**config.mk**
```make
export PLATFORM = sky130hd
export DESIGN_NAME = score_accumulator
export DESIGN_NICKNAME = d
export VERILOG_FILES = /design/src/rtl/score_accumulator.sv
export SDC_FILE = /design/constraint.sdc
export NUM_CORES = 1
export LEC_CHECK = 0
export CORE_UTILIZATION = 47
export CTS_BUF_LIST = sky130_fd_sc_hd__clkbuf_8
export DETAILED_ROUTE_END_ITERATION = 8
export PLACE_DENSITY = 0.75
export REMOVE_ABC_BUFFERS = 1
export SLEW_MARGIN = 10
export SYNTH_ARGS = -nofsm -noshare
export SYNTH_HDL_FRONTEND = slang
export SYNTH_SLANG_ARGS = --single-unit
```
**constraint.sdc**
```tcl
create_clock -name CLK -period 3.7 [get_ports CLK]
set_input_delay 0.37 -clock CLK [delete_from_list [all_inputs] [get_ports CLK]]
set_output_delay 0.37 -clock CLK [all_outputs]
set_load 0.02 [all_outputs]
```
**src/rtl/score_accumulator.sv**
```systemverilog
// ---------------------------------------------------------------------------------------------
// score_accumulator
//
// Game score engine feeding the 8-digit seven-segment display controller. It runs the
// IDLE / PLAY / OVER game state machine and turns one-cycle HIT / MISS pulses into a
// saturating score with a combo multiplier. It also tracks remaining lives and, optionally,
// a high-score register.
//
// Optional feature macro: SCORE_HIGH_SCORE_EN
//   defined   : HIGH_SCORE register and NEW_HIGH flag are built.
//   undefined : HIGH_SCORE is tied to 0 and NEW_HIGH is tied to 0.
//
// Parameters:
//   BASE_POINTS   points for a hit at combo 0
//   MAX_SCORE     saturation ceiling for the score
//   COMBO_TIMEOUT idle PLAY cycles before the combo clears (>= 2)
//   LIVES         misses allowed per game (1..3)
//
// Ports:
//   CLK          in   system clock
//   RST          in   asynchronous active-high reset
//   START        in   start-game pulse (accepted in IDLE and OVER)
//   HIT          in   hit event pulse
//   MISS         in   miss event pulse
//   END_GAME     in   forced game-over pulse
//   BINARY_SCORE out  current score (registered)
//   HIGH_SCORE   out  best score since reset (registered)
//   COMBO        out  current combo level 0..7
//   LIVES_LEFT   out  remaining lives
//   STATE        out  00 IDLE, 01 PLAY, 10 OVER
//   NEW_HIGH     out  last finished game beat the previous high score
// ---------------------------------------------------------------------------------------------
module score_accumulator #(
  parameter int unsigned BASE_POINTS   = 10,
  parameter int unsigned MAX_SCORE     = 99_999_999,
  parameter int unsigned COMBO_TIMEOUT = 50_000_000,
  parameter int unsigned LIVES         = 3
) (
  input  logic        CLK,
  input  logic        RST,
  input  logic        START,
  input  logic        HIT,
  input  logic        MISS,
  input  logic        END_GAME,
  output logic [31:0] BINARY_SCORE,
  output logic [31:0] HIGH_SCORE,
  output logic [2:0]  COMBO,
  output logic [1:0]  LIVES_LEFT,
  output logic [1:0]  STATE,
  output logic        NEW_HIGH
);

  // -------------------------------------------------------------------------------------------
  // Constants
  // -------------------------------------------------------------------------------------------
  // The counter only has to reach COMBO_TIMEOUT-2: the edge that would take it to
  // COMBO_TIMEOUT-1 is the clearing edge itself.
  localparam int unsigned TmoW = (COMBO_TIMEOUT > 2) ? $clog2(COMBO_TIMEOUT) : 1;

  localparam logic [TmoW-1:0] TmoLast   = TmoW'(COMBO_TIMEOUT - 2);
  localparam logic [TmoW-1:0] TmoOne    = TmoW'(1);
  localparam logic [1:0]      LivesInit = 2'(LIVES);
  localparam logic [31:0]     MaxScore  = 32'(MAX_SCORE);
  localparam logic [31:0]     BasePts   = 32'(BASE_POINTS);
  localparam logic [2:0]      ComboMax  = 3'd7;

  typedef enum logic [1:0] {
    StIdle = 2'b00,
    StPlay = 2'b01,
    StOver = 2'b10
  } state_e;

  // -------------------------------------------------------------------------------------------
  // State
  // -------------------------------------------------------------------------------------------
  state_e state_q, state_d;

  logic [31:0]     score_q, score_d;
  logic [2:0]      combo_q, combo_d;
  logic [1:0]      lives_q, lives_d;
  logic [TmoW-1:0] tmo_q,   tmo_d;

  // -------------------------------------------------------------------------------------------
  // Event decode: one PLAY event per cycle, END_GAME > MISS > HIT > idle.
  // -------------------------------------------------------------------------------------------
  logic in_play;
  logic play_enter;
  logic ev_end;
  logic ev_miss;
  logic ev_hit;
  logic ev_idle;

  always_comb begin
    in_play    = (state_q == StPlay);
    play_enter = START && ((state_q == StIdle) || (state_q == StOver));
    ev_end     = in_play && END_GAME;
    ev_miss    = in_play && !END_GAME && MISS;
    ev_hit     = in_play && !END_GAME && !MISS && HIT;
    ev_idle    = in_play && !END_GAME && !MISS && !HIT;
  end

  // -------------------------------------------------------------------------------------------
  // Hit arithmetic: add BASE_POINTS * (combo + 1) using the pre-increment combo, then
  // clamp at MAX_SCORE. The extra sum bit keeps the clamp correct even if the add wrapped.
  // -------------------------------------------------------------------------------------------
  logic [31:0] combo_plus1;
  logic [31:0] hit_add;
  logic [32:0] hit_sum;
  logic [31:0] hit_score;
  logic [2:0]  combo_next;

  always_comb begin
    combo_plus1 = 32'(combo_q) + 32'd1;
    hit_add     = BasePts * combo_plus1;
    hit_sum     = {1'b0, score_q} + {1'b0, hit_add};
    hit_score   = (hit_sum > {1'b0, MaxScore}) ? MaxScore : hit_sum[31:0];
    combo_next  = (combo_q == ComboMax) ? ComboMax : combo_q + 3'd1;
  end

  // -------------------------------------------------------------------------------------------
  // FSM process 1: state register
  // -------------------------------------------------------------------------------------------
  always_ff @(posedge CLK or posedge RST) begin
    if (RST) begin
      state_q <= StIdle;
    end else begin
      state_q <= state_d;
    end
  end

  // -------------------------------------------------------------------------------------------
  // FSM process 2: next-state logic
  // -------------------------------------------------------------------------------------------
  always_comb begin
    state_d = state_q;
    unique case (state_q)
      StIdle: begin
        if (START) state_d = StPlay;
      end
      StPlay: begin
        if (END_GAME) begin
          state_d = StOver;
        end else if (MISS && (lives_q == 2'd1)) begin
          state_d = StOver;
        end
      end
      StOver: begin
        if (START) state_d = StPlay;
      end
      default: state_d = StIdle;
    endcase
  end

  // -------------------------------------------------------------------------------------------
  // Datapath next-state
  // -------------------------------------------------------------------------------------------
  always_comb begin
    score_d = score_q;
    combo_d = combo_q;
    lives_d = lives_q;
    tmo_d   = tmo_q;

    if (play_enter) begin
      score_d = '0;
      combo_d = '0;
      lives_d = LivesInit;
      tmo_d   = '0;
    end else if (ev_end) begin
      // Everything freezes; HIT/MISS in the same cycle are dropped.
    end else if (ev_miss) begin
      combo_d = '0;
      lives_d = lives_q - 2'd1;
      tmo_d   = '0;
    end else if (ev_hit) begin
      score_d = hit_score;
      combo_d = combo_next;
      tmo_d   = '0;
    end else if (ev_idle) begin
      if (tmo_q == TmoLast) begin
        combo_d = '0;
        tmo_d   = '0;
      end else begin
        tmo_d = tmo_q + TmoOne;
      end
    end
  end

  always_ff @(posedge CLK or posedge RST) begin
    if (RST) begin
      score_q <= '0;
      combo_q <= '0;
      lives_q <= '0;
      tmo_q   <= '0;
    end else begin
      score_q <= score_d;
      combo_q <= combo_d;
      lives_q <= lives_d;
      tmo_q   <= tmo_d;
    end
  end

  // -------------------------------------------------------------------------------------------
  // High-score tracking
  // -------------------------------------------------------------------------------------------
`ifdef SCORE_HIGH_SCORE_EN
  logic [31:0] high_q, high_d;
  logic        new_high_q, new_high_d;
  logic        over_enter;

  always_comb begin
    over_enter = in_play && (state_d == StOver);
    high_d     = high_q;
    new_high_d = new_high_q;
    if (play_enter) begin
      new_high_d = 1'b0;
    end
    // Uses the already-registered score: no hit is credited on the game-over edge.
    if (over_enter && (score_q > high_q)) begin
      high_d     = score_q;
      new_high_d = 1'b1;
    end
  end

  always_ff @(posedge CLK or posedge RST) begin
    if (RST) begin
      high_q     <= '0;
      new_high_q <= 1'b0;
    end else begin
      high_q     <= high_d;
      new_high_q <= new_high_d;
    end
  end
`endif

  // -------------------------------------------------------------------------------------------
  // FSM process 3: outputs (all straight from flops)
  // -------------------------------------------------------------------------------------------
  always_comb begin
    STATE        = state_q;
    BINARY_SCORE = score_q;
    COMBO        = combo_q;
    LIVES_LEFT   = lives_q;
`ifdef SCORE_HIGH_SCORE_EN
    HIGH_SCORE   = high_q;
    NEW_HIGH     = new_high_q;
`else
    HIGH_SCORE   = '0;
    NEW_HIGH     = 1'b0;
`endif
  end

endmodule
```
==> impl_metrics.prom, run 1 <==
# TYPE chip_impl_metric gauge
chip_impl_metric{name="yosys_warning_total",unit=""} 0
chip_impl_metric{name="clock_network_fraction_of_total_power",unit=""} 0.242
chip_impl_info{name="cts_root_buf",value="sky130_fd_sc_hd__clkbuf_8"} 1
chip_impl_metric{name="worst-endpoint-arrival",unit="ns"} 4.58
chip_impl_metric{name="power.switching",unit="W"} 0.000946
chip_impl_metric{name="top_level_pins",unit=""} 78
chip_impl_metric{name="worstSetupPathDepth",unit=""} 18
chip_impl_metric{name="hpwlAfterDp",unit="um"} 8630
chip_impl_info{name="worstSetupPathType",value="flop to flop"} 1
chip_impl_metric{name="path_clk_slew",unit="ns"} 0.08
chip_impl_metric{name="postRouteAntennaNets",unit=""} 0
chip_impl_metric{name="timing_worst_slew_pin_value",unit="ns"} 1.01
chip_impl_metric{name="worst_case_headroom_to_the_max_slew_limit",unit=""} 0.323
chip_impl_metric{name="edff_count_synth",unit=""} 0
chip_impl_metric{name="syn_inst",unit=""} 534
chip_impl_metric{name="gp_congestion",unit=""} 0.945
chip_impl_metric{name="wl_per_cell",unit="um"} 16.8
chip_impl_metric{name="number_of_global_route_vias_before_repair",unit=""} 4224
chip_impl_info{name="min_path_type",value="flop to flop"} 1
chip_impl_metric{name="netlist_area",unit="sq mm"} 0.00469
chip_impl_metric{name="yosys_cell_types",unit=""} 71
chip_impl_metric{name="placementRows",unit=""} 36
chip_impl_metric{name="antennaDiodeCount",unit=""} 0
chip_impl_metric{name="area_growth",unit="%"} 31.8
chip_impl_metric{name="floorplan.initialDensity",unit=""} 0.482
chip_impl_info{name="clock_tree_from_tritoncts",value="yes"} 1
chip_impl_metric{name="detailedRoute.firstIterationViolations",unit=""} 330
chip_impl_metric{name="finish.instance_area",unit="sq mm"} 0.00618
chip_impl_metric{name="worst_ir_drop_vdd",unit="mV"} 0.229
chip_impl_info{name="critical-path-top-cell-by-count",value="sky130_fd_sc_hd__ha_4"} 1
chip_impl_metric{name="seq_power_share",unit=""} 0.355
chip_impl_metric{name="post-route-util",unit=""} 0.635
chip_impl_metric{name="power_switching_share",unit=""} 0.395
chip_impl_info{name="crit_path_end_kind",value="flop"} 1
chip_impl_metric{name="hold-worst-slack",unit="ns"} 0.507
chip_impl_metric{name="timing.final.ws_setup",unit="ns"} -0.627
chip_impl_metric{name="synth_async_sr_flop_share",unit=""} 1.00
chip_impl_metric{name="post_cts_hold_buffer_count",unit=""} 0
chip_impl_info{name="critical_path.cell_chain",value="ha_2, inv_2, ha_4, ha_4, ha_4, inv_2, fa_2, inv_2, ha_4, o211ai_4, o211ai_4, and3_4, nand4_1, mux2_4, nor4b_4, buf_4, nand4_1, o221a_2"} 1
chip_impl_metric{name="chipWidth",unit="um"} 102
chip_impl_info{name="cp-start-kind",value="flop"} 1
chip_impl_metric{name="worstPathRequired",unit="ns"} 3.95
chip_impl_metric{name="dpl.cell_count",unit=""} 743
chip_impl_metric{name="grt_antenna_before_repair",unit=""} 0
chip_impl_metric{name="routed-via-count",unit=""} 4475
chip_impl_info{name="layout.cells.most_common_list",value="sky130_fd_sc_hd__buf_4 (75), sky130_fd_sc_hd__dfrtp_1 (65), sky130_fd_sc_hd__nor2_1 (44), sky130_fd_sc_hd__clkdlybuf4s50_1 (44), sky130_fd_sc_hd__nand2_1 (38)"} 1
chip_impl_metric{name="whs_path_depth",unit=""} 1
chip_impl_metric{name="final-hold-violation-count",unit=""} 0
chip_impl_metric{name="synth.yosys.seq_area_share",unit=""} 0.347
chip_impl_metric{name="finalNetCount",unit=""} 671
chip_impl_metric{name="setup_violations_final",unit=""} 27
chip_impl_metric{name="detailed_place.area",unit="sq mm"} 0.00550
chip_impl_metric{name="max-clock-path-buffers",unit=""} 2
chip_impl_metric{name="route.detailed.drc",unit=""} 0
chip_impl_metric{name="grt_pass1_wl",unit="um"} 20600
chip_impl_metric{name="worst-path-max-fanout",unit=""} 6
chip_impl_metric{name="fmax",unit="MHz"} 231
chip_impl_metric{name="final_layout_size_suffix_gt1_frac",unit=""} 0.262
chip_impl_metric{name="final_min_period_over_clock_period",unit=""} 1.17
chip_impl_metric{name="cts-buffers-inserted",unit=""} 9
chip_impl_info{name="path_delay_family",value="adder cells"} 1
chip_impl_info{name="violations",value="setup timing"} 1
chip_impl_metric{name="p_leak",unit="nW"} 2.66
chip_impl_metric{name="clk_latency",unit="ns"} 0.36
chip_impl_metric{name="grt_util_all_layers",unit=""} 0.260
chip_impl_metric{name="detailedRoute.firstPassIterationCount",unit=""} 5
chip_impl_metric{name="drv.max_cap_violation_count",unit=""} 0
chip_impl_metric{name="slew_violations",unit=""} 0
chip_impl_info{name="rsz0062_at_grt",value="true"} 1
chip_impl_metric{name="vias_per_cell",unit=""} 5.72
chip_impl_info{name="yosys_most_used_dff",value="sky130_fd_sc_hd__dfrtp_1"} 1
chip_impl_metric{name="cpPeakStageDelay",unit="ns"} 0.53
chip_impl_metric{name="power_density",unit="mW/mm^2"} 387
chip_impl_metric{name="htreeDepth",unit=""} 3
chip_impl_metric{name="fin_worst_skew",unit="ns"} 0.00994
chip_impl_metric{name="p_int",unit="W"} 0.00145
chip_impl_metric{name="overall_die_height",unit="um"} 102
chip_impl_info{name="outcome",value="finished with violations"} 1
chip_impl_metric{name="wirelength_routed",unit="um"} 13100
chip_impl_info{name="critPathSlowestCell",value="sky130_fd_sc_hd__fa_2"} 1
chip_impl_metric{name="power.share.combinational",unit=""} 0.404
chip_impl_metric{name="port-buffer-count",unit=""} 44
chip_impl_metric{name="largest_net_degree_at_the_start_of_global_routing",unit=""} 49
chip_impl_metric{name="cp.buffers_inverters",unit=""} 4
chip_impl_metric{name="core_area",unit="sq mm"} 0.00973
chip_impl_metric{name="final_cell_count_no_fill",unit=""} 783
chip_impl_metric{name="postSynthRegisterBits",unit=""} 65
chip_impl_metric{name="postSynthAreaPerCell",unit="sq um"} 8.78
chip_impl_metric{name="clock_sink_count",unit=""} 65
chip_impl_metric{name="total_congestion_overflow_after_global_routing",unit=""} 0
chip_impl_metric{name="reg2regPathDepth",unit=""} 18
chip_impl_info{name="mostFrequentLayoutCell",value="sky130_fd_sc_hd__buf_4"} 1
chip_impl_metric{name="period_needed",unit="ns"} 4.33
chip_impl_metric{name="die_outline_area",unit="sq mm"} 0.0104
[metal layers]
layer  up-vias  wire length (um)  GRT usage
met5         -                 0          0
met4         0               355      0.134
met3        31               716     0.0451
met2       160              6500      0.418
met1      2202              5570      0.339
li1       2082                 -          -
[what timing repair did]
action / CTS / global route
pin swaps: 29 / 23
endpoints found under the hold margin: 0 / 0
endpoints found under the setup margin: 27 / 27
setup buffers: 15 / 9
resized for setup: 31 / 30
[worst paths after layout]
path	from	end	slack [ns]
worst max-delay path	COMBO[1]$_DFFE_PP0P_	BINARY_SCORE[16]$_DFFE_PP0P_	-0.63
worst min-delay path	tmo_q[5]$_DFFE_PP0P_	tmo_q[5]$_DFFE_PP0P_	0.51
worst max register to register	COMBO[1]$_DFFE_PP0P_	BINARY_SCORE[16]$_DFFE_PP0P_	-0.63
min in group asynchronous	RST	STATE[1]$_DFFE_PP0P_	0.56
worst min register to register	tmo_q[5]$_DFFE_PP0P_	tmo_q[5]$_DFFE_PP0P_	0.51
max in group asynchronous	RST	BINARY_SCORE[8]$_DFFE_PP0P_	2.31
[worst reg2reg max path, stage by stage (launching register included)]
cell and delay (ns):
sky130_fd_sc_hd__dfrtp_1 0.37, sky130_fd_sc_hd__ha_2 0.21, sky130_fd_sc_hd__inv_2 0.05, sky130_fd_sc_hd__ha_4 0.27
sky130_fd_sc_hd__ha_4 0.14, sky130_fd_sc_hd__ha_4 0.14, sky130_fd_sc_hd__inv_2 0.04, sky130_fd_sc_hd__fa_2 0.53
sky130_fd_sc_hd__inv_2 0.05, sky130_fd_sc_hd__ha_4 0.31, sky130_fd_sc_hd__o211ai_4 0.10, sky130_fd_sc_hd__o211ai_4 0.30
sky130_fd_sc_hd__and3_4 0.26, sky130_fd_sc_hd__nand4_1 0.14, sky130_fd_sc_hd__mux2_4 0.36, sky130_fd_sc_hd__nor4b_4 0.40
sky130_fd_sc_hd__buf_4 0.18, sky130_fd_sc_hd__nand4_1 0.08, sky130_fd_sc_hd__o221a_2 0.31
[power groups by stage]
stage          registers [W]  logic, W  clock network, W
2_1_floorplan       0.000901  0.000421                 0
3_3_place_gp        0.000851  0.000808                 0
3_5_place_dp        0.000856  0.000843                 0
4_1_cts             0.000843  0.000936          0.000590
5_1_grt             0.000859   0.00104          0.000624
6_report            0.000849  0.000966          0.000579
[logic make-up after synthesis]
| group | count (synthesis) | share of synthesized area |
|---|---|---|
| flip-flops | 65 | 0.347 |
| other | 1 | 0.000800 |
| buffers and inverters | 78 | 0.0982 |
| adder cells (fa/ha/maj) | 20 | 0.0566 |
| XOR/XNOR | 34 | 0.0635 |
| multiplexers | 2 | 0.00534 |
| AND/OR/NAND/NOR | 215 | 0.258 |
| AO/OA/AOI/OAI | 119 | 0.170 |
[per-stage QoR]
stage / setup WS (ns) / TNS (ns) / total power [W]
floorplan: -0.896 / -21.77 / 0.00132
global placement: -0.716 / -16.41 / 0.00166
detailed placement: -0.852 / -20.10 / 0.00170
CTS: -0.462 / -11.43 / 0.00237
global route: -0.746 / -17.59 / 0.00253
finish: -0.627 / -14.44 / 0.00239
[synthesized netlist by cell type (2+ instances only)]
cell type / instances / area, sq um
sky130_fd_sc_hd__a211oi_1: 4 / 30.0
sky130_fd_sc_hd__a21boi_0: 2 / 15.0
sky130_fd_sc_hd__a21o_1: 5 / 37.5
sky130_fd_sc_hd__a21oi_1: 25 / 125
sky130_fd_sc_hd__a31oi_1: 14 / 87.6
sky130_fd_sc_hd__a32oi_1: 5 / 43.8
sky130_fd_sc_hd__and2_1: 11 / 68.8
sky130_fd_sc_hd__and3_1: 16 / 100
sky130_fd_sc_hd__and4_1: 3 / 26.3
sky130_fd_sc_hd__buf_2: 8 / 40.0
sky130_fd_sc_hd__buf_4: 36 / 270
sky130_fd_sc_hd__buf_6: 3 / 33.8
sky130_fd_sc_hd__clkbuf_1: 12 / 45.0
sky130_fd_sc_hd__dfrtp_1: 65 / 1630
sky130_fd_sc_hd__fa_1: 2 / 40.0
sky130_fd_sc_hd__ha_1: 18 / 225
sky130_fd_sc_hd__inv_1: 19 / 71.3
sky130_fd_sc_hd__nand2_1: 38 / 143
sky130_fd_sc_hd__nand2_2: 2 / 12.5
sky130_fd_sc_hd__nand2b_1: 7 / 43.8
sky130_fd_sc_hd__nand3_1: 27 / 135
sky130_fd_sc_hd__nand3b_1: 2 / 15.0
sky130_fd_sc_hd__nand4_1: 15 / 93.8
sky130_fd_sc_hd__nor2_1: 44 / 165
sky130_fd_sc_hd__nor2b_1: 2 / 12.5
sky130_fd_sc_hd__nor3_1: 15 / 75.1
sky130_fd_sc_hd__nor3_4: 2 / 32.5
sky130_fd_sc_hd__nor4_1: 7 / 43.8
sky130_fd_sc_hd__nor4_2: 3 / 37.5
sky130_fd_sc_hd__nor4b_1: 2 / 17.5
sky130_fd_sc_hd__o211a_1: 2 / 20.0
sky130_fd_sc_hd__o211ai_1: 2 / 15.0
sky130_fd_sc_hd__o211ai_2: 2 / 25.0
sky130_fd_sc_hd__o21ai_0: 25 / 125
sky130_fd_sc_hd__o21ai_1: 10 / 50.1
sky130_fd_sc_hd__o22ai_1: 3 / 18.8
sky130_fd_sc_hd__o31a_1: 2 / 17.5
sky130_fd_sc_hd__o31ai_1: 3 / 22.5
sky130_fd_sc_hd__or2_2: 2 / 12.5
sky130_fd_sc_hd__or3_1: 3 / 18.8
sky130_fd_sc_hd__or4_1: 4 / 30.0
sky130_fd_sc_hd__xnor2_1: 12 / 105
sky130_fd_sc_hd__xor2_1: 22 / 193
[sequential cells by signal (all words and copies together) (netlist names)]
name and flops:
LIVES_LEFT 2, STATE 2, COMBO 3, tmo_q 26, BINARY_SCORE 32
[area by class of cell]
cell class / instances / area [sq um]
timing repair buffer: 127 / 1110
multi-input combinational: 423 / 3020
clock buffer: 10 / 138
clock inverter: 6 / 42.5
fill: 806 / 3550
inverter: 19 / 71.3
tap: 133 / 166
sequential: 65 / 1630
(Power assumes the default switching activity.)
==> inputs of run 2 (changes only) <==
--- a/config.mk
+++ b/config.mk
@@ -10,6 +10,7 @@
 export DETAILED_ROUTE_END_ITERATION = 8
 export PLACE_DENSITY = 0.75
 export REMOVE_ABC_BUFFERS = 1
+export SKIP_CTS_REPAIR_TIMING = 1
 export SLEW_MARGIN = 10
 export SYNTH_ARGS = -nofsm -noshare
 export SYNTH_HDL_FRONTEND = slang
==> run 2 against run 1 <==
  * The flow still finishes with violations (setup timing)
  * Global-route usage is 1.1 points lower
  * Maximum frequency is 1.3% higher
  * Combinational power hardly changed
  * Die area stayed put
  * Hold slack better by 0.0018 ns
  * Register-to-register slack better by 0.06 ns
  * Highest routed layer unchanged
==> impl_metrics.prom, run 2 (same netlist as run 1, synthesis figures left out) <==
# TYPE chip_impl_metric gauge
chip_impl_info{name="outcome",value="finished with violations"} 1
chip_impl_info{name="violations",value="setup timing"} 1
chip_impl_metric{name="htreeDepth",unit=""} 3
chip_impl_metric{name="route.detailed.drc",unit=""} 0
chip_impl_metric{name="die_outline_area",unit="sq mm"} 0.0104
chip_impl_metric{name="floorplan.initialDensity",unit=""} 0.482
chip_impl_metric{name="top_level_pins",unit=""} 78
chip_impl_metric{name="grt_pass1_wl",unit="um"} 19800
chip_impl_metric{name="worst_ir_drop_vdd",unit="mV"} 0.235
chip_impl_metric{name="drv.max_cap_violation_count",unit=""} 0
chip_impl_metric{name="gp_congestion",unit=""} 0.945
chip_impl_metric{name="grt_util_all_layers",unit=""} 0.249
chip_impl_metric{name="totalNegativeSetupSlack",unit="ns"} -13.79
chip_impl_metric{name="worstPathRequired",unit="ns"} 3.99
chip_impl_metric{name="largest_net_degree_at_the_start_of_global_routing",unit=""} 49
chip_impl_metric{name="placementRows",unit=""} 36
chip_impl_metric{name="final_min_period_over_clock_period",unit=""} 1.15
chip_impl_info{name="crit_path_end_kind",value="flop"} 1
chip_impl_info{name="rsz0062_at_grt",value="true"} 1
chip_impl_metric{name="routed-via-count",unit=""} 4418
chip_impl_metric{name="core_area",unit="sq mm"} 0.00973
chip_impl_metric{name="number_of_global_route_vias_before_repair",unit=""} 4067
chip_impl_info{name="worstSetupPathType",value="flop to flop"} 1
chip_impl_metric{name="wl_per_cell",unit="um"} 17.0
chip_impl_metric{name="max-clock-path-buffers",unit=""} 2
chip_impl_metric{name="clk_latency",unit="ns"} 0.37
chip_impl_metric{name="detailed_place.area",unit="sq mm"} 0.00550
chip_impl_metric{name="clock_sink_count",unit=""} 65
chip_impl_metric{name="final_layout_size_suffix_gt1_frac",unit=""} 0.250
chip_impl_metric{name="total_congestion_overflow_after_global_routing",unit=""} 0
chip_impl_metric{name="antennaDiodeCount",unit=""} 0
chip_impl_metric{name="final-hold-violation-count",unit=""} 0
chip_impl_metric{name="fmax",unit="MHz"} 234
chip_impl_metric{name="worst-endpoint-arrival",unit="ns"} 4.56
chip_impl_metric{name="finalNetCount",unit=""} 662
chip_impl_metric{name="finish.instance_area",unit="sq mm"} 0.00612
chip_impl_metric{name="power_density",unit="mW/mm^2"} 392
chip_impl_metric{name="fin_worst_skew",unit="ns"} 0.00915
chip_impl_metric{name="chipWidth",unit="um"} 102
chip_impl_metric{name="path_clk_slew",unit="ns"} 0.08
chip_impl_metric{name="setup_violations_final",unit=""} 27
chip_impl_metric{name="detailedRoute.firstIterationViolations",unit=""} 280
chip_impl_metric{name="vias_per_cell",unit=""} 5.71
chip_impl_metric{name="grt_antenna_before_repair",unit=""} 0
chip_impl_metric{name="wirelength_routed",unit="um"} 13100
chip_impl_info{name="cts_root_buf",value="sky130_fd_sc_hd__clkbuf_8"} 1
chip_impl_metric{name="detailedRoute.firstPassIterationCount",unit=""} 6
chip_impl_metric{name="worst-path-max-fanout",unit=""} 7
chip_impl_metric{name="hpwlAfterDp",unit="um"} 8630
chip_impl_metric{name="p_leak",unit="nW"} 2.60
chip_impl_metric{name="largest_register_ffs",unit=""} 32
chip_impl_metric{name="period_needed",unit="ns"} 4.27
chip_impl_metric{name="nFillCells",unit=""} 807
chip_impl_info{name="clock_tree_from_tritoncts",value="yes"} 1
chip_impl_metric{name="timing.final.ws_setup",unit="ns"} -0.571
chip_impl_info{name="min_path_type",value="flop to flop"} 1
chip_impl_metric{name="overall_die_height",unit="um"} 102
chip_impl_metric{name="worst_case_headroom_to_the_max_slew_limit",unit=""} 0.298
chip_impl_info{name="cp-start-kind",value="flop"} 1
chip_impl_metric{name="slew_violations",unit=""} 0
chip_impl_info{name="layout.cells.most_common_list",value="sky130_fd_sc_hd__buf_4 (66), sky130_fd_sc_hd__dfrtp_1 (65), sky130_fd_sc_hd__nor2_1 (44), sky130_fd_sc_hd__clkdlybuf4s50_1 (44), sky130_fd_sc_hd__nand2_1 (38)"} 1
chip_impl_metric{name="area_growth",unit="%"} 30.5
chip_impl_info{name="mostFrequentLayoutCell",value="sky130_fd_sc_hd__buf_4"} 1
chip_impl_metric{name="timing_worst_slew_pin_value",unit="ns"} 1.05
chip_impl_metric{name="cts-buffers-inserted",unit=""} 9
chip_impl_metric{name="port-buffer-count",unit=""} 44
chip_impl_metric{name="postRouteAntennaNets",unit=""} 0
==> run 2: cell types whose count changed in the layout (fill, tap and decap cells not counted), sizes merged <==
cell | before | now
and2 | 12 | 13
buf | 83 | 73
==> run 2: path summary, 6_finish.rpt <==
path	slack, ns	startpoint	cells after the start	end
max in group asynchronous	2.31	RST	3	BINARY_SCORE[10]$_DFFE_PP0P_
worst min register to register	0.51	tmo_q[5]$_DFFE_PP0P_	1	tmo_q[5]$_DFFE_PP0P_
worst max-delay path	-0.57	COMBO[1]$_DFFE_PP0P_	20	BINARY_SCORE[20]$_DFFE_PP0P_
min in group asynchronous	0.56	RST	2	STATE[1]$_DFFE_PP0P_
worst min-delay path	0.51	tmo_q[5]$_DFFE_PP0P_	1	tmo_q[5]$_DFFE_PP0P_
worst max register to register	-0.57	COMBO[1]$_DFFE_PP0P_	20	BINARY_SCORE[20]$_DFFE_PP0P_
==> run 2: layout make-up <==
cell class / count / area, sq um / area share
inverter: 19 / 71.3 / 0.0117
timing repair buffer: 117 / 1030 / 0.169
sequential: 65 / 1630 / 0.266
clock inverter: 6 / 42.5 / 0.00696
clock buffer: 10 / 138 / 0.0225
tap: 133 / 166 / 0.0272
multi-input combinational: 424 / 3040 / 0.497
==> run 2: through the flow <==
step,hold WS [ns],cells,utilization,total power (W),setup slack [ns]
after CTS,0.504,759,0.584,0.00228,-0.879
final,0.508,774,0.629,0.00240,-0.571
after global placement,0.488,743,0.565,0.00166,-0.716
after global routing,0.543,774,0.629,0.00252,-0.774
after floorplan,0.463,507,-,0.00132,-0.896
after detailed placement,0.489,743,0.565,0.00170,-0.852
==> run 2: report_power, final <==
group / internal, W / leakage [nW] / switching (W) / total, W
registers: 0.000772 / 0.889 / 0.0000764 / 0.000849
clock network: 0.000262 / 0.0887 / 0.000321 / 0.000583
logic: 0.000411 / 1.63 / 0.000555 / 0.000966
total: 0.00145 / 2.60 / 0.000952 / 0.00240
==> run 2: critical path, cell delays in order, from the launching register on <==
cell and delay [ns]:
sky130_fd_sc_hd__dfrtp_1 0.37, sky130_fd_sc_hd__ha_2 0.21, sky130_fd_sc_hd__inv_2 0.05, sky130_fd_sc_hd__ha_4 0.27, sky130_fd_sc_hd__ha_4 0.14, sky130_fd_sc_hd__ha_4 0.13
sky130_fd_sc_hd__inv_2 0.04, sky130_fd_sc_hd__fa_2 0.52, sky130_fd_sc_hd__inv_2 0.04, sky130_fd_sc_hd__ha_4 0.31, sky130_fd_sc_hd__o211ai_4 0.10, sky130_fd_sc_hd__a21oi_4 0.22
sky130_fd_sc_hd__o21ai_4 0.15, sky130_fd_sc_hd__buf_6 0.16, sky130_fd_sc_hd__or4_4 0.47, sky130_fd_sc_hd__a21oi_2 0.16, sky130_fd_sc_hd__o21bai_2 0.10, sky130_fd_sc_hd__buf_6 0.14
sky130_fd_sc_hd__o2111a_2 0.30, sky130_fd_sc_hd__and3_4 0.19, sky130_fd_sc_hd__a211oi_2 0.13
==> run 2: layer usage <==
layer	track usage	routed length, um	vias up
li1	-	-	2074
met1	0.330	5420	2134
met2	0.401	6520	176
met3	0.0404	866	34
met4	0.116	319	0
met5	0	0	-
